==> src/rtl/handshake_reg_pkg.sv <==
// Shared types for the valid/ready pipeline register.
package handshake_reg_pkg;

    // Occupancy states of the full-rate skid buffer.
    typedef enum logic [1:0] {
        ST_EMPTY = 2'd0,
        ST_BUSY  = 2'd1,
        ST_FULL  = 2'd2
    } hs_state_e;

endpackage

==> src/rtl/handshake_reg.sv <==
// Single-channel valid/ready pipeline register; half-rate (FULL=0) or
// full-rate two-entry skid buffer (FULL!=0). inReady/outValid are flops.
module handshake_reg
    import handshake_reg_pkg::*;
#(
    parameter int unsigned FULL = 0,
    parameter int unsigned W    = 32
) (
    input  logic         clk,
    input  logic         rstn,
    input  logic         inValid,
    output logic         inReady,
    input  logic [W-1:0] dIn,
    output logic         outValid,
    input  logic         outReady,
    output logic [W-1:0] dOut
);

    if (FULL != 0) begin : g_full
        hs_state_e     state_q;
        logic          vld_q;
        logic          rdy_q;
        logic [W-1:0]  main_q;
        logic [W-1:0]  skid_q;
        logic          in_xfer;
        logic          out_xfer;
        logic          load_main;
        logic          load_skid;
        logic          drain_skid;

        assign in_xfer    = inValid && rdy_q;
        assign out_xfer   = vld_q && outReady;
        // main takes the new word when it is empty or being emptied this edge
        assign load_main  = in_xfer && ((state_q == ST_EMPTY) || out_xfer);
        assign load_skid  = in_xfer && (state_q == ST_BUSY) && !out_xfer;
        assign drain_skid = (state_q == ST_FULL) && out_xfer;

        // Occupancy FSM; valid/ready flags are registered alongside the state.
        always_ff @(posedge clk) begin
            if (!rstn) begin
                state_q <= ST_EMPTY;
                vld_q   <= 1'b0;
                rdy_q   <= 1'b0;
            end else begin
                case (state_q)
                    ST_EMPTY: begin
                        rdy_q <= 1'b1;
                        if (in_xfer) begin
                            state_q <= ST_BUSY;
                            vld_q   <= 1'b1;
                        end
                    end
                    ST_BUSY: begin
                        if (in_xfer && !out_xfer) begin
                            state_q <= ST_FULL;
                            rdy_q   <= 1'b0;
                        end else if (!in_xfer && out_xfer) begin
                            state_q <= ST_EMPTY;
                            vld_q   <= 1'b0;
                        end
                    end
                    ST_FULL: begin
                        if (out_xfer) begin
                            state_q <= ST_BUSY;
                            rdy_q   <= 1'b1;
                        end
                    end
                    default: begin
                        state_q <= ST_EMPTY;
                        vld_q   <= 1'b0;
                        rdy_q   <= 1'b0;
                    end
                endcase
            end
        end

        // Payload registers; not reset, contents are qualified by vld_q.
        always_ff @(posedge clk) begin
            if (load_main) begin
                main_q <= dIn;
            end else if (drain_skid) begin
                main_q <= skid_q;
            end
            if (load_skid) begin
                skid_q <= dIn;
            end
        end

        assign inReady  = rdy_q;
        assign outValid = vld_q;
        assign dOut     = main_q;
    end else begin : g_half
        logic          valid_q;
        logic          rdy_q;
        logic [W-1:0]  data_q;
        logic          load;

        assign load = rdy_q && inValid;

        // Single-entry flag; ready is the registered complement of valid,
        // held low through reset and released one edge later.
        always_ff @(posedge clk) begin
            if (!rstn) begin
                valid_q <= 1'b0;
                rdy_q   <= 1'b0;
            end else if (load) begin
                valid_q <= 1'b1;
                rdy_q   <= 1'b0;
            end else if (valid_q && outReady) begin
                valid_q <= 1'b0;
                rdy_q   <= 1'b1;
            end else begin
                rdy_q   <= !valid_q;
            end
        end

        // Payload register; not reset.
        always_ff @(posedge clk) begin
            if (load) begin
                data_q <= dIn;
            end
        end

        assign inReady  = rdy_q;
        assign outValid = valid_q;
        assign dOut     = data_q;
    end

endmodule

==> config.mk <==
export PLATFORM = sky130hd
export DESIGN_NAME = handshake_reg
export DESIGN_NICKNAME = d
export VERILOG_FILES = /design/src/rtl/handshake_reg_pkg.sv /design/src/rtl/handshake_reg.sv
export SDC_FILE = /design/constraint.sdc
export NUM_CORES = 1
export LEC_CHECK = 0
export CAP_MARGIN = 20
export CELL_PAD_IN_SITES_DETAIL_PLACEMENT = 2
export CELL_PAD_IN_SITES_GLOBAL_PLACEMENT = 2
export CORE_MARGIN = 1
export CORE_UTILIZATION = 25
export CTS_BUF_LIST = sky130_fd_sc_hd__clkbuf_2 sky130_fd_sc_hd__clkbuf_4 sky130_fd_sc_hd__clkbuf_8
export DETAILED_ROUTE_END_ITERATION = 6
export PLACE_DENSITY_LB_ADDON = 0.1
export RECOVER_POWER = 50
export SLEW_MARGIN = 40
export SYNTH_ARGS = -nofsm -noshare
export SYNTH_HDL_FRONTEND = slang
export SYNTH_SLANG_ARGS = --single-unit
export TNS_END_PERCENT = 30
==> constraint.sdc <==
create_clock -name clk -period 3.7 [get_ports clk]
set_input_delay 0.74 -clock clk [delete_from_list [all_inputs] [get_ports clk]]
set_output_delay 0.74 -clock clk [all_outputs]
set_load 0.005 [all_outputs]
Word level (Yosys, flattened, before mapping)
Index checks and enable logic that the tools add are counted.
{"block": "totals", "ram_bits": 0, "latchBits": 0, "output_inout_bits": 34, "mem_count": 0, "mem_bits_ro": 0, "regBits": 34}
{"block": "classes", "reduce_logical": 5, "n_mul": 0, "n_eq_ne": 0, "n_bitwise": 1, "n_mux": 3, "n_div": 0, "n_shift": 0, "add_sub_neg": 0, "n_lt_le_gt_ge": 0}
{"operator": "$mux W1", "count": 3}
{"operator": "$logic_and A1 B1 Y1", "count": 2}
{"operator": "$reduce_bool A2 Y1", "count": 1}
{"operator": "$reduce_or A2 Y1", "count": 1}
{"operator": "$logic_not A1 Y1", "count": 1}
{"operator": "$not A1 Y1", "count": 1}

Logic depth before layout (Yosys ltp)
Gate-level depths: netlist (run 1).
{"block": "logic_depth", "word_depth": 3, "mapped_depth": 2}

Worst setup path after synthesis (run 1)
OpenSTA, ideal clock, no wires.
{"block": "synth_timing", "kind": "input to register", "from": "input port inValid", "to": "register g_half.data_q[0], in the netlist dOut[0] (enable)", "path_buffers": 0, "slack_ns": 1.874, "cell_stages": 2, "setup_time_ns": 0.387, "arrival_time_ns": 1.439, "cell_sequence": "nand2_1 > inv_1"}
{"block": "synth_via", "elab_chain_cells": 1}
{"item": "from (decl)", "line": "handshake_reg.sv:11", "source": "input logic inValid,"}
{"item": "$logic_and A1 B1 Y1", "line": "handshake_reg.sv:98", "source": "assign load = rdy_q && inValid;"}
{"item": "via g_half.load", "line": "handshake_reg.sv:96", "source": "logic load;"}
{"item": "to (signal assigned)", "line": "handshake_reg.sv:120", "source": "data_q <= dIn;"}
{"item": "to (decl)", "line": "handshake_reg.sv:95", "source": "logic [W-1:0] data_q;"}
The timed path passes the listed nets, and every way through them passes these cells.
A chain may end at the register's enable or synchronous reset.

Worst setup path in the final report (run 1)
{"block": "layout_timing", "from": "register g_half.data_q[2], in the netlist dOut[2]", "to": "output port dOut[2]"}
{"item": "to (decl)", "line": "handshake_reg.sv:16", "source": "output logic [W-1:0] dOut"}
No word-level cell between the ends.

==> results of run 1 <==
-- through the flow --
step,worst slack [ns],total power [W],utilization,cells
after global routing,1.77,0.000819,0.492,164
after CTS,1.78,0.000803,0.492,164
after detailed placement,1.62,0.000535,0.470,157
after floorplan,1.87,0.000464,-,39
after global placement,1.66,0.000532,0.470,157
final,1.80,0.000782,0.492,164
-- layout by cell type, fill, tap and decap left out, drive strengths merged --
master | Yosys | final
clkdlybuf4s50 | 0 | 36
buf | 0 | 1
and3 | 1 | 1
dlygate4sd3 | 0 | 33
edfxtp | 32 | 32
inv | 1 | 1
nand2 | 1 | 1
a21boi | 1 | 1
nand2b | 1 | 1
dfxtp | 2 | 2
clkbuf | 0 | 7
-- cell type report --
cell class	count	area (um^2)	area share
well taps	48	60.1	0.0321
clock buffers	7	83.8	0.0448
multi-input cells	4	23.8	0.0127
inverters	1	3.75	0.00201
repair buffers	70	698	0.373
flip-flops and latches	34	1000	0.535
-- flip-flops by register name (all words and copies together) (netlist names) --
signal	flops
outValid	1
dOut	32
inReady	1
-- worst paths after layout --
check                             start               endpoint  slack (ns)  cells after the start
setup reg to reg     inReady$_SDFF_PP0_      dOut[1]$_DFFE_PP_        2.52                      3
setup / recovery      dOut[2]$_DFFE_PP_                dOut[2]        1.80                      1
hold / removal    outValid$_SDFFE_PN0P_  outValid$_SDFFE_PN0P_        0.52                      2
hold reg to reg   outValid$_SDFFE_PN0P_  outValid$_SDFFE_PN0P_        0.52                      2
-- cell usage after synthesis, drive strengths merged --
| cell | n | area, um^2 |
|---|---|---|
| inv | 1 | 3.75 |
| nand2 | 1 | 3.75 |
| dfxtp | 2 | 40.0 |
| edfxtp | 32 | 961 |
| and3 | 1 | 6.26 |
| nand2b | 1 | 6.26 |
| a21boi | 1 | 7.51 |
-- cells by family after synthesis --
logic type / count (synthesis) / share of synthesized area
buf+inv: 1 / 0.00365
compound gates: 1 / 0.00730
simple gates: 3 / 0.0158
flops: 34 / 0.973
-- per-layer routing --
| layer | up-vias | GRT usage | routed length (um) |
|---|---|---|---|
| met4 | 0 | 0.0638 | 23 |
| met5 | - | 0 | 0 |
| met1 | 299 | 0.117 | 809 |
| met3 | 2 | 0.0810 | 290 |
| li1 | 303 | - | - |
| met2 | 45 | 0.203 | 1210 |
-- power groups by stage --
stage	clock, W	sequential, W	combinational (W)
after floorplan	0	0.000456	0.00000733
after global placement	0	0.000453	0.0000793
after detailed placement	0	0.000454	0.0000811
after CTS	0.000275	0.000446	0.0000815
after global routing	0.000292	0.000447	0.0000795
final	0.000264	0.000446	0.0000729
==> run summary, run 1 <==
The via count of the first global-routing pass is 701, and the number of setup buffers added after CTS is 0. The worst setup path is launched from a flop. Area of the core: 3800 um^2. The tools report the number of max-cap violations as 0. The slowest stage of the critical path is the sky130_fd_sc_hd__clkdlybuf4s50_1 cell. The number of buffers between clock root and the deepest sink was 2; the sequential area share after synthesis was 0.973. The die covers 4370 um^2.

The run finished with clean final reports. The number of sinks handled by clock tree synthesis is 34. The initialized floorplan defines 22 standard-cell rows. Synthesis produced 39 cells. The count of cell types in the netlist came out at 7.

The mean post-synth cell area is 26.4 um^2. The run gives 0 ns as the setup TNS after final layout. Clock tree synthesis selected as its root buffer the cell sky130_fd_sc_hd__clkbuf_8. The headroom to the max-slew limit is 0.736.

The kind of cell adding the most delay to the critical path was buffers and inverters. Between clock sinks in the finished design, the worst skew comes to 0.00628 ns. For the initial antenna violation count, the log shows 0. The weighted congestion reported at the end of routability-driven placement was 0.620.

The count of buffers added on input and output ports is 69. Walking the worst path, the cells encountered are clkdlybuf4s50_1. For this run, design rule violations remaining after detail routing come to 0.

The run gives 1.16 ns as the arrival time at the worst endpoint. For the number of hold-slack violations in the final timing report, the log shows 0. For the worst-skew pair, the clock arrives at the later sink with an insertion delay of 0.28 ns.

The routed wirelength normalized by instance count is 14.2 um, and the share of post-route cells with drive strength above 1 is 0.0690. The tools report the data required time of the critical path as 2.96 ns. The endpoint kind of the worst setup timing path was an output port. The part of the cycle the worst path needs works out to 0.513. Pin placement for this block handled 70 I/O pins.

Iteration count of the initial detailed-routing pass: 3. The number of buffers created by CTS was 5; the fraction of power consumed by sequential logic was 0.570. Once detail routing completed, the nets flagged for antenna violations numbered 0.

The logs give 649 for the via total after detailed routing and 0 for the global-route congestion overflow total. The logs give 0.661 nW for the leakage power and 2 for the H-tree depth. The first global-routing pass estimated 3.61 mm of wire.

The smallest clock period supported by the final layout is computed as 1.90 ns. The largest vdd supply drop is 0.166 mV. Counting the fill cells in the layout gives 346. The power share of the clock group is 0.337, and the internal power of the cells is 0.000637 W.

The count of cells resized by post-cts repair is 0, and the number of synthesized register bits is 34. On the final layout, the worst hold slack is 0.524 ns. In the routed layout, each cell is associated on average with a via count of 3.96. Setup repair after global routing left no endpoint under its margin.

Summing all non-filler instances in the final layout gives an area of 1870 um^2. The cell area that synthesis handed to floorplanning was 1030 um^2. The logs give 2.33 mm for the total routed wirelength and 526 MHz for the maximum operating frequency. After clock tree synthesis, the clock-pin slew on the worst setup and hold paths is 0.07 ns. Max-slew violation count: 0.

TritonCTS built the clock tree. The net count of the finished layout is 152. The run gives 33 as the largest net degree at the start of global routing. The number of inserted diodes is 0, and the transition time at the pin with the least slew margin is 0.396 ns. The tools report the total of hold buffers inserted after clock tree synthesis as 0. From left edge to right edge, the die measures 66.1 um. Power spread over the standard cell area amounts to 418 nW/um^2. The critical path buffer and inverter count was 1. Classification of the worst-slack hold path: reg -> reg. For this run, the number of Yosys warnings is 0. In this design, the stage delay of the slowest critical-path cell is 0.53 ns. The switching share of total power was 0.186; the overall fraction of global-route tracks in use was 0.124. The logs give 0.271 for the starting density of the core and 0.000146 W for the net switching power. The type of the setup path with the least slack was reg -> out.

Once placement finished, the instance area stood at 1790 um^2. The highest net fanout along the worst path works out to 1. The die height came out at 66.1 um.

The first routing iteration left 43 violations. The part of the total power dissipated in combinational logic is 0.093, and the number of nets produced by synthesis is 75. The number of failing setup endpoints in the final timing report is 0.

Compared with the post-synthesis result, the final layout area differs by 81.9%.
Note: power is estimated with default switching activity, not from simulation.
==> run 2: changes to the inputs <==
--- a/config.mk
+++ b/config.mk
@@ -9,7 +9,7 @@
 export CELL_PAD_IN_SITES_DETAIL_PLACEMENT = 2
 export CELL_PAD_IN_SITES_GLOBAL_PLACEMENT = 2
 export CORE_MARGIN = 1
-export CORE_UTILIZATION = 25
+export CORE_UTILIZATION = 23
 export CTS_BUF_LIST = sky130_fd_sc_hd__clkbuf_2 sky130_fd_sc_hd__clkbuf_4 sky130_fd_sc_hd__clkbuf_8
 export DETAILED_ROUTE_END_ITERATION = 6
 export PLACE_DENSITY_LB_ADDON = 0.1
==> constraint.sdc (replaced) <==
create_clock -name clk -period 1.95 [get_ports clk]
set_input_delay 0.39 -clock clk [delete_from_list [all_inputs] [get_ports clk]]
set_output_delay 0.39 -clock clk [all_outputs]
set_load 0.005 [all_outputs]
==> run summary, run 2 (synthesis results as in run 1) <==
The flow ran to the end, and the final reports show no timing, DRC or antenna violations. The area of the die is 4740 um^2 (+8.4%), and the count of input and output buffers is 69 (unchanged). The total DRC errors in the routed layout is 0 (unchanged). The number of setup buffers added after CTS is 0 (unchanged), and the arrival time at the worst endpoint is 1.13 ns (-0.03 ns).

The data required time of the critical path is 1.56 ns (-1.40 ns), and the net switching power is 0.000301 W (+110%). Based on the critical path, the design can be clocked at up to 657 MHz. The post-route clock skew was 0.00570 ns (-0.000585 ns); the wire length of the first global-routing pass was 3.34 mm (-7.5%). The global-route congestion overflow total was 0 (unchanged); the routed wirelength normalized by instance count was 14.5 um (+2.2%). Number of buffers between clock root and the deepest sink: 2 (unchanged). Filler cell count in the final layout: 393 (+14%). The most common cell after layout, fill and taps aside is sky130_fd_sc_hd__clkdlybuf4s50_1. The via total after detailed routing is 651 (+0.31%).

The share of post-route cells with drive strength above 1 came out at 0.0847 (+0.0158). The tools report the overall fraction of global-route tracks in use as 0.107 (-0.0164). The switching share of total power is 0.187 (+0.000634), and the critical path's largest stage delay is 0.50 ns (-0.03 ns). The tools report the worst hold path endpoint as outValid$_SDFFE_PN0P_. The final instance area is 1900 um^2 (+1.6%), and the iteration count of the initial detailed-routing pass is 3 (unchanged). Total power per unit cell area: 848 nW/um^2 (+100%). The kind of cell adding the most delay to the critical path was buffers and inverters. The via count of the first global-routing pass is 678 (-3.3%), and the H-tree depth is 2 (unchanged). Die height: 68.9 um (+4.1%).

The initial antenna violation count came out at 0 (unchanged). Headroom to the max-slew limit: 0.715 (-0.0213). Setup repair after global routing left no endpoint under its margin. The part of the total power dissipated in combinational logic came out at 0.087 (-0.006). The leakage power was 0.677 nW (+2.5%). The I/O pin count came out at 70 (unchanged). Area of the core: 4140 um^2 (+9.1%). Overall power consumption: 0.00161 W (+110%). The post-placement cell area is 1800 um^2 (+0.56%), and the average via count per standard cell is 3.88 (-2.1%).

The total routed wirelength is 2.44 mm (+4.7%). The half-perimeter wire length of the detailed placement result came out at 1.95 mm. For the number of buffers created by CTS, the log shows 5 (unchanged). The endpoint kind of the worst setup timing path was an output port. The run gives 28 (-35%) as the number of violations reported at the end of detailed-routing iteration 0. For the slack of the worst reg-to-reg path, the log shows 0.73 ns (-1.79 ns). The clock slew at the register clock pins of the worst setup and hold paths was 0.07 ns (about the same); the number of inserted diodes was 0 (unchanged). The logs give 0 (unchanged) for the final antenna-violating net count and 0.429 mV (+160%) for the largest vdd supply drop. The setup path with the least slack is of type reg -> out. The largest net degree at the start of global routing came out at 19 (-42%). The startpoint identified for the worst register-to-register timing path is inReady$_SDFF_PP0_.

The transition time at the pin with the least slew margin came out at 0.428 ns (+0.0319 ns). The endpoint identified for the worst register-to-register timing path is dOut[20]$_DFFE_PP_. In the layout the commonest cells are 36 x sky130_fd_sc_hd__clkdlybuf4s50_1, 33 x sky130_fd_sc_hd__dlygate4sd3_1, 32 x sky130_fd_sc_hd__edfxtp_1.

TritonCTS built the clock tree. The length in cells of the worst reg-to-reg path is 3 (unchanged). Depth of the worst hold-timing path: 2 (unchanged).

Subtracting the final worst setup slack from the clock period gives 1.52 ns. The final-stage net count was 153 (+0.66%); the max-slew violation count was 0 (unchanged). The die boundary width was 68.9 um (+4.1%); the highest net fanout along the worst path was 1 (unchanged).

Cell at the slowest stage of the critical path: sky130_fd_sc_hd__clkdlybuf4s50_1. The internal power of the cells is 0.00131 W (+110%). The run gives 0.525 (-0.045) as the fraction of power consumed by sequential logic.

For the starting density of the core, the log shows 0.248 (-0.0226). In this run the clock root is driven by a sky130_fd_sc_hd__clkbuf_8. Walking the worst path, the cells encountered are clkdlybuf4s50_1. The weighted congestion reported at the end of routability-driven placement was 0.622 (+0.29%); the flip-flop count of the largest register after layout was 32 (unchanged). Power share of the clock group: 0.389 (+0.052). The number of sinks handled by clock tree synthesis is 34 (unchanged), and the part of the cycle the worst path needs is 0.781. The count of cells resized by post-cts repair is 0 (unchanged). The total of hold buffers inserted after clock tree synthesis is 0 (unchanged), and the critical path buffer and inverter count is 1 (unchanged). Number of hold-slack violations in the final timing report: 0 (unchanged). Sort of element at the start of the critical path: a flop.

The insertion delay to the later sink of the worst-skew pair came out at 0.28 ns (about the same). The logs give 23 (+4.5%) for the number of standard-cell rows in the floorplan and 0 (unchanged) for the number of failing setup endpoints in the final timing report. The setup TNS after final layout was 0 ns (unchanged). The tools report the worst hold path startpoint as outValid$_SDFFE_PN0P_. The number of max-cap violations is 0 (unchanged). The tightest min-delay check is of the reg -> reg type.

The area growth from synthesis to layout was 84.8%.
run 2: changes by cell type in the layout (fill, tap and decap cells not counted):
cell and change:
sky130_fd_sc_hd__buf_4 -1, sky130_fd_sc_hd__bufinv_16 +1, sky130_fd_sc_hd__clkbuf_2 +2, sky130_fd_sc_hd__clkbuf_4 -2, sky130_fd_sc_hd__clkinv_2 +2
run 2: worst max-delay path by stage:
| stage | from | to | slack (ns) | cells after the start |
|---|---|---|---|---|
| 3_5_place_dp | inValid | dOut[5]$_DFFE_PP_ | 0.36 | 4 |
| 2_1_floorplan | inValid | dOut[0]$_DFFE_PP_ | 0.47 | 2 |
| 6_report | dOut[3]$_DFFE_PP_ | dOut[3] | 0.43 | 1 |
| 3_3_place_gp | inValid | dOut[14]$_DFFE_PP_ | 0.38 | 4 |
| 4_1_cts | dOut[10]$_DFFE_PP_ | dOut[10] | 0.39 | 1 |
| 5_1_grt | inValid | dOut[17]$_DFFE_PP_ | 0.35 | 4 |
run 2: layout make-up:
class / count / area (um^2) / share of cell area
Multi-Input combinational cell: 4 / 23.8 / 0.0125
Sequential cell: 34 / 1000 / 0.527
Clock inverter: 3 / 40.0 / 0.0211
Clock buffer: 5 / 68.8 / 0.0362
Inverter: 1 / 3.75 / 0.00197
Timing Repair Buffer: 71 / 701 / 0.369
Tap cell: 50 / 62.6 / 0.0329
run 2: per-layer routing:
layer	global-route usage	up-vias	part of all wire
li1	-	306	-
met1	0.103	298	0.35
met2	0.187	42	0.53
met3	0.0543	5	0.11
met4	0.0536	0	0.016
met5	0	-	0
run 2: power by group through the flow:
| stage | sequential, W | clock, W | combinational [W] |
|---|---|---|---|
| 4_1_cts | 0.000846 | 0.000647 | 0.000158 |
| 3_5_place_dp | 0.000863 | 0 | 0.000157 |
| 2_1_floorplan | 0.000866 | 0 | 0.0000139 |
| 5_1_grt | 0.000848 | 0.000676 | 0.000152 |
| 6_report | 0.000846 | 0.000627 | 0.000139 |
| 3_3_place_gp | 0.000861 | 0 | 0.000154 |
run 2: through the flow:
step,utilization,instances,setup WS [ns],hold WS (ns)
floorplan,-,39,0.474,0.481
global placement,0.434,160,0.376,0.493
detailed placement,0.434,160,0.360,0.512
CTS,0.460,168,0.389,0.524
global route,0.459,168,0.354,0.584
finish,0.459,168,0.427,0.524
==> run 3: changes to the inputs <==
--- a/config.mk
+++ b/config.mk
@@ -9,7 +9,7 @@
 export CELL_PAD_IN_SITES_DETAIL_PLACEMENT = 2
 export CELL_PAD_IN_SITES_GLOBAL_PLACEMENT = 2
 export CORE_MARGIN = 1
-export CORE_UTILIZATION = 23
+export CORE_UTILIZATION = 21
 export CTS_BUF_LIST = sky130_fd_sc_hd__clkbuf_2 sky130_fd_sc_hd__clkbuf_4 sky130_fd_sc_hd__clkbuf_8
 export DETAILED_ROUTE_END_ITERATION = 6
 export PLACE_DENSITY_LB_ADDON = 0.1
==> constraint.sdc (replaced) <==
create_clock -name clk -period 1.25 [get_ports clk]
set_input_delay 0.25 -clock clk [delete_from_list [all_inputs] [get_ports clk]]
set_output_delay 0.25 -clock clk [all_outputs]
set_load 0.005 [all_outputs]
==> run summary, run 3 (synthesis results as in run 1) <==
The slack of the critical path came out at 0.0487 ns (-0.378 ns). Setup repair after global routing left no endpoint under its margin. The tools report the final antenna-violating net count as 0 (unchanged). Transition time at the pin with the least slew margin: 0.146 ns (-0.282 ns). The highest net fanout along the worst path was 11 (+10); the leakage power was 0.710 nW (+4.9%).

The top cell types in the final layout, fill and taps aside, are 34 x sky130_fd_sc_hd__dlygate4sd2_1, 33 x sky130_fd_sc_hd__dlygate4sd3_1, 32 x sky130_fd_sc_hd__edfxtp_1. Tracing the worst setup path back leads to its startpoint at inValid. The number of violations reported at the end of detailed-routing iteration 0 is 35 (+25%).

Number of max-cap violations: 0 (unchanged). For the data required time of the critical path, the log shows 1.28 ns (-0.28 ns). The logs give 5 (unchanged) for the number of buffers created by CTS and 0.28 ns (about the same) for the insertion delay to the later sink of the worst-skew pair. Classification of the worst-slack hold path: reg -> reg. The number of standard-cell rows in the floorplan was 25 (+8.7%).

The tools report the worst hold path startpoint as outValid$_SDFFE_PN0P_. Global-route congestion overflow total: 0 (unchanged). Average via count per standard cell: 3.62 (-6.5%). The tools report the final-stage net count as 154 (+0.65%). The area of the core was 4720 um^2 (+14%); the die boundary width was 72.0 um (+4.5%).

The part of the cycle the worst path needs is 0.961, and the via count of the first global-routing pass is 707 (+4.3%). The run gives 0 (unchanged) as the number of failing setup endpoints in the final timing report. The I/O pin count was 70 (unchanged). The logs give 0 (unchanged) for the max-slew violation count and 0.502 ns (-0.0216 ns) for the worst hold-check slack.

The number of hold-slack violations in the final timing report was 0 (unchanged); the number of sinks handled by clock tree synthesis was 34 (unchanged). The tools report the final instance area as 1880 um^2 (-1.1%). The worst register-to-register path begins at inReady$_SDFF_PP0_. The weighted congestion reported at the end of routability-driven placement is 0.634 (+2.0%), and the iteration count of the initial detailed-routing pass is 3 (unchanged). The largest vdd supply drop was 0.428 mV (-0.17%). The overall power consumption came out at 0.00225 W (+40%). The arrival time at the worst endpoint was 1.23 ns (+0.10 ns).

Flip-flop count of the largest register after layout: 32 (unchanged). The tools report the sort of element at the start of the critical path as an input pin. Total power per unit cell area: 1200 nW/um^2 (+41%). Final critical path time including I/O delays and setup: 1.20 ns. The die height works out to 72.0 um (+4.5%). The run finished with clean final reports. The starting density of the core is 0.218 (-0.0304). The post-route clock skew is 0.00409 ns (-0.00161 ns). The overall fraction of global-route tracks in use came out at 0.0988 (-0.00834).

Leaving out fill and tap cells, the most frequent cell in the layout is sky130_fd_sc_hd__dlygate4sd2_1. The tools report the pre-CTS worst setup slack as -0.144 ns (-0.504 ns). The via total after detailed routing came out at 674 (+3.5%). The number of inserted diodes is 0 (unchanged). TritonCTS built the clock tree. The maximum operating frequency came out at 832 MHz. The tools report the clock root buffer as sky130_fd_sc_hd__clkbuf_8.

The run gives 2 (unchanged) as the H-tree depth. The area of the die is 5180 um^2 (+9.2%), and the total DRC errors in the routed layout is 0 (unchanged). The total of hold buffers inserted after clock tree synthesis was 0 (unchanged). The worst setup path is of the in -> reg kind. The setup TNS after final layout is 0 ns (unchanged). The run gives 0.903 (+0.188) as the headroom to the max-slew limit.

The tools report the total routed wirelength as 2.39 mm (-2.3%). The initial antenna violation count was 0 (unchanged); the post-placement cell area was 1860 um^2 (+3.3%). For the number of buffers between clock root and the deepest sink, the log shows 2 (unchanged). The share of post-route cells with drive strength above 1 came out at 0.0840 (-0.000712). STA classifies the critical path endpoint as a flop.

The count of input and output buffers came out at 69 (unchanged). Largest net degree at the start of global routing: 22 (+3). Wire length of the first global-routing pass: 3.63 mm (+8.7%). Area growth from synthesis to layout: 82.8%.

The clock slew at the register clock pins of the worst setup and hold paths is 0.06 ns (about the same). The routed wirelength normalized by instance count was 12.8 um (-12%).
-- run 3: stage by stage --
step / instances / utilization
final: 186 / 0.398
after global routing: 186 / 0.398
after CTS: 186 / 0.401
after detailed placement: 178 / 0.393
after global placement: 178 / 0.393
after floorplan: 39 / -
-- run 3: final timing paths --
| path | end | slack (ns) | depth (start not counted) |
|---|---|---|---|
| max | dOut[24]$_DFFE_PP_ | 0.05 | 4 |
| min | outValid$_SDFFE_PN0P_ | 0.50 | 2 |
| max reg2reg | dOut[24]$_DFFE_PP_ | 0.23 | 3 |
| min reg2reg | outValid$_SDFFE_PN0P_ | 0.50 | 2 |
-- run 3: where the power goes --
group | leakage [nW] | switching (W) | internal (W)
registers | 0.314 | 0.0000116 | 0.00131
clock network | 0.0407 | 0.000363 | 0.000371
logic | 0.356 | 0.0000674 | 0.000131
-- run 3: area by class of cell --
cell class	instances	area (um^2)
clock buffers	5	68.8
multi-input cells	4	23.8
fillers	475	2840
clock inverters	3	11.3
repair buffers	72	683
well taps	67	83.8
inverters	1	7.51
flip-flops and latches	34	1000
-- run 3: layer usage --
metal | up-vias | share of wire | track usage | wire length (um)
met5 | - | 0 | 0 | 0
met4 | 0 | 0.011 | 0.0327 | 27
met3 | 3 | 0.072 | 0.0431 | 172
met2 | 35 | 0.58 | 0.193 | 1390
met1 | 328 | 0.33 | 0.0904 | 793
li1 | 308 | - | - | -
-- run 3: critical path, stage by stage --
cell                            delay, ns
sky130_fd_sc_hd__dlygate4sd3_1       0.53
sky130_fd_sc_hd__nand2_1             0.12
sky130_fd_sc_hd__clkinvlp_4          0.13
sky130_fd_sc_hd__buf_4               0.20
-- run 3: timing repair --
| action | CTS | global route |
|---|---|---|
| endpoints found under the setup margin | 34 | 0 |
| buffers inserted | 0 | 0 |
| resized for setup | 35 | 0 |
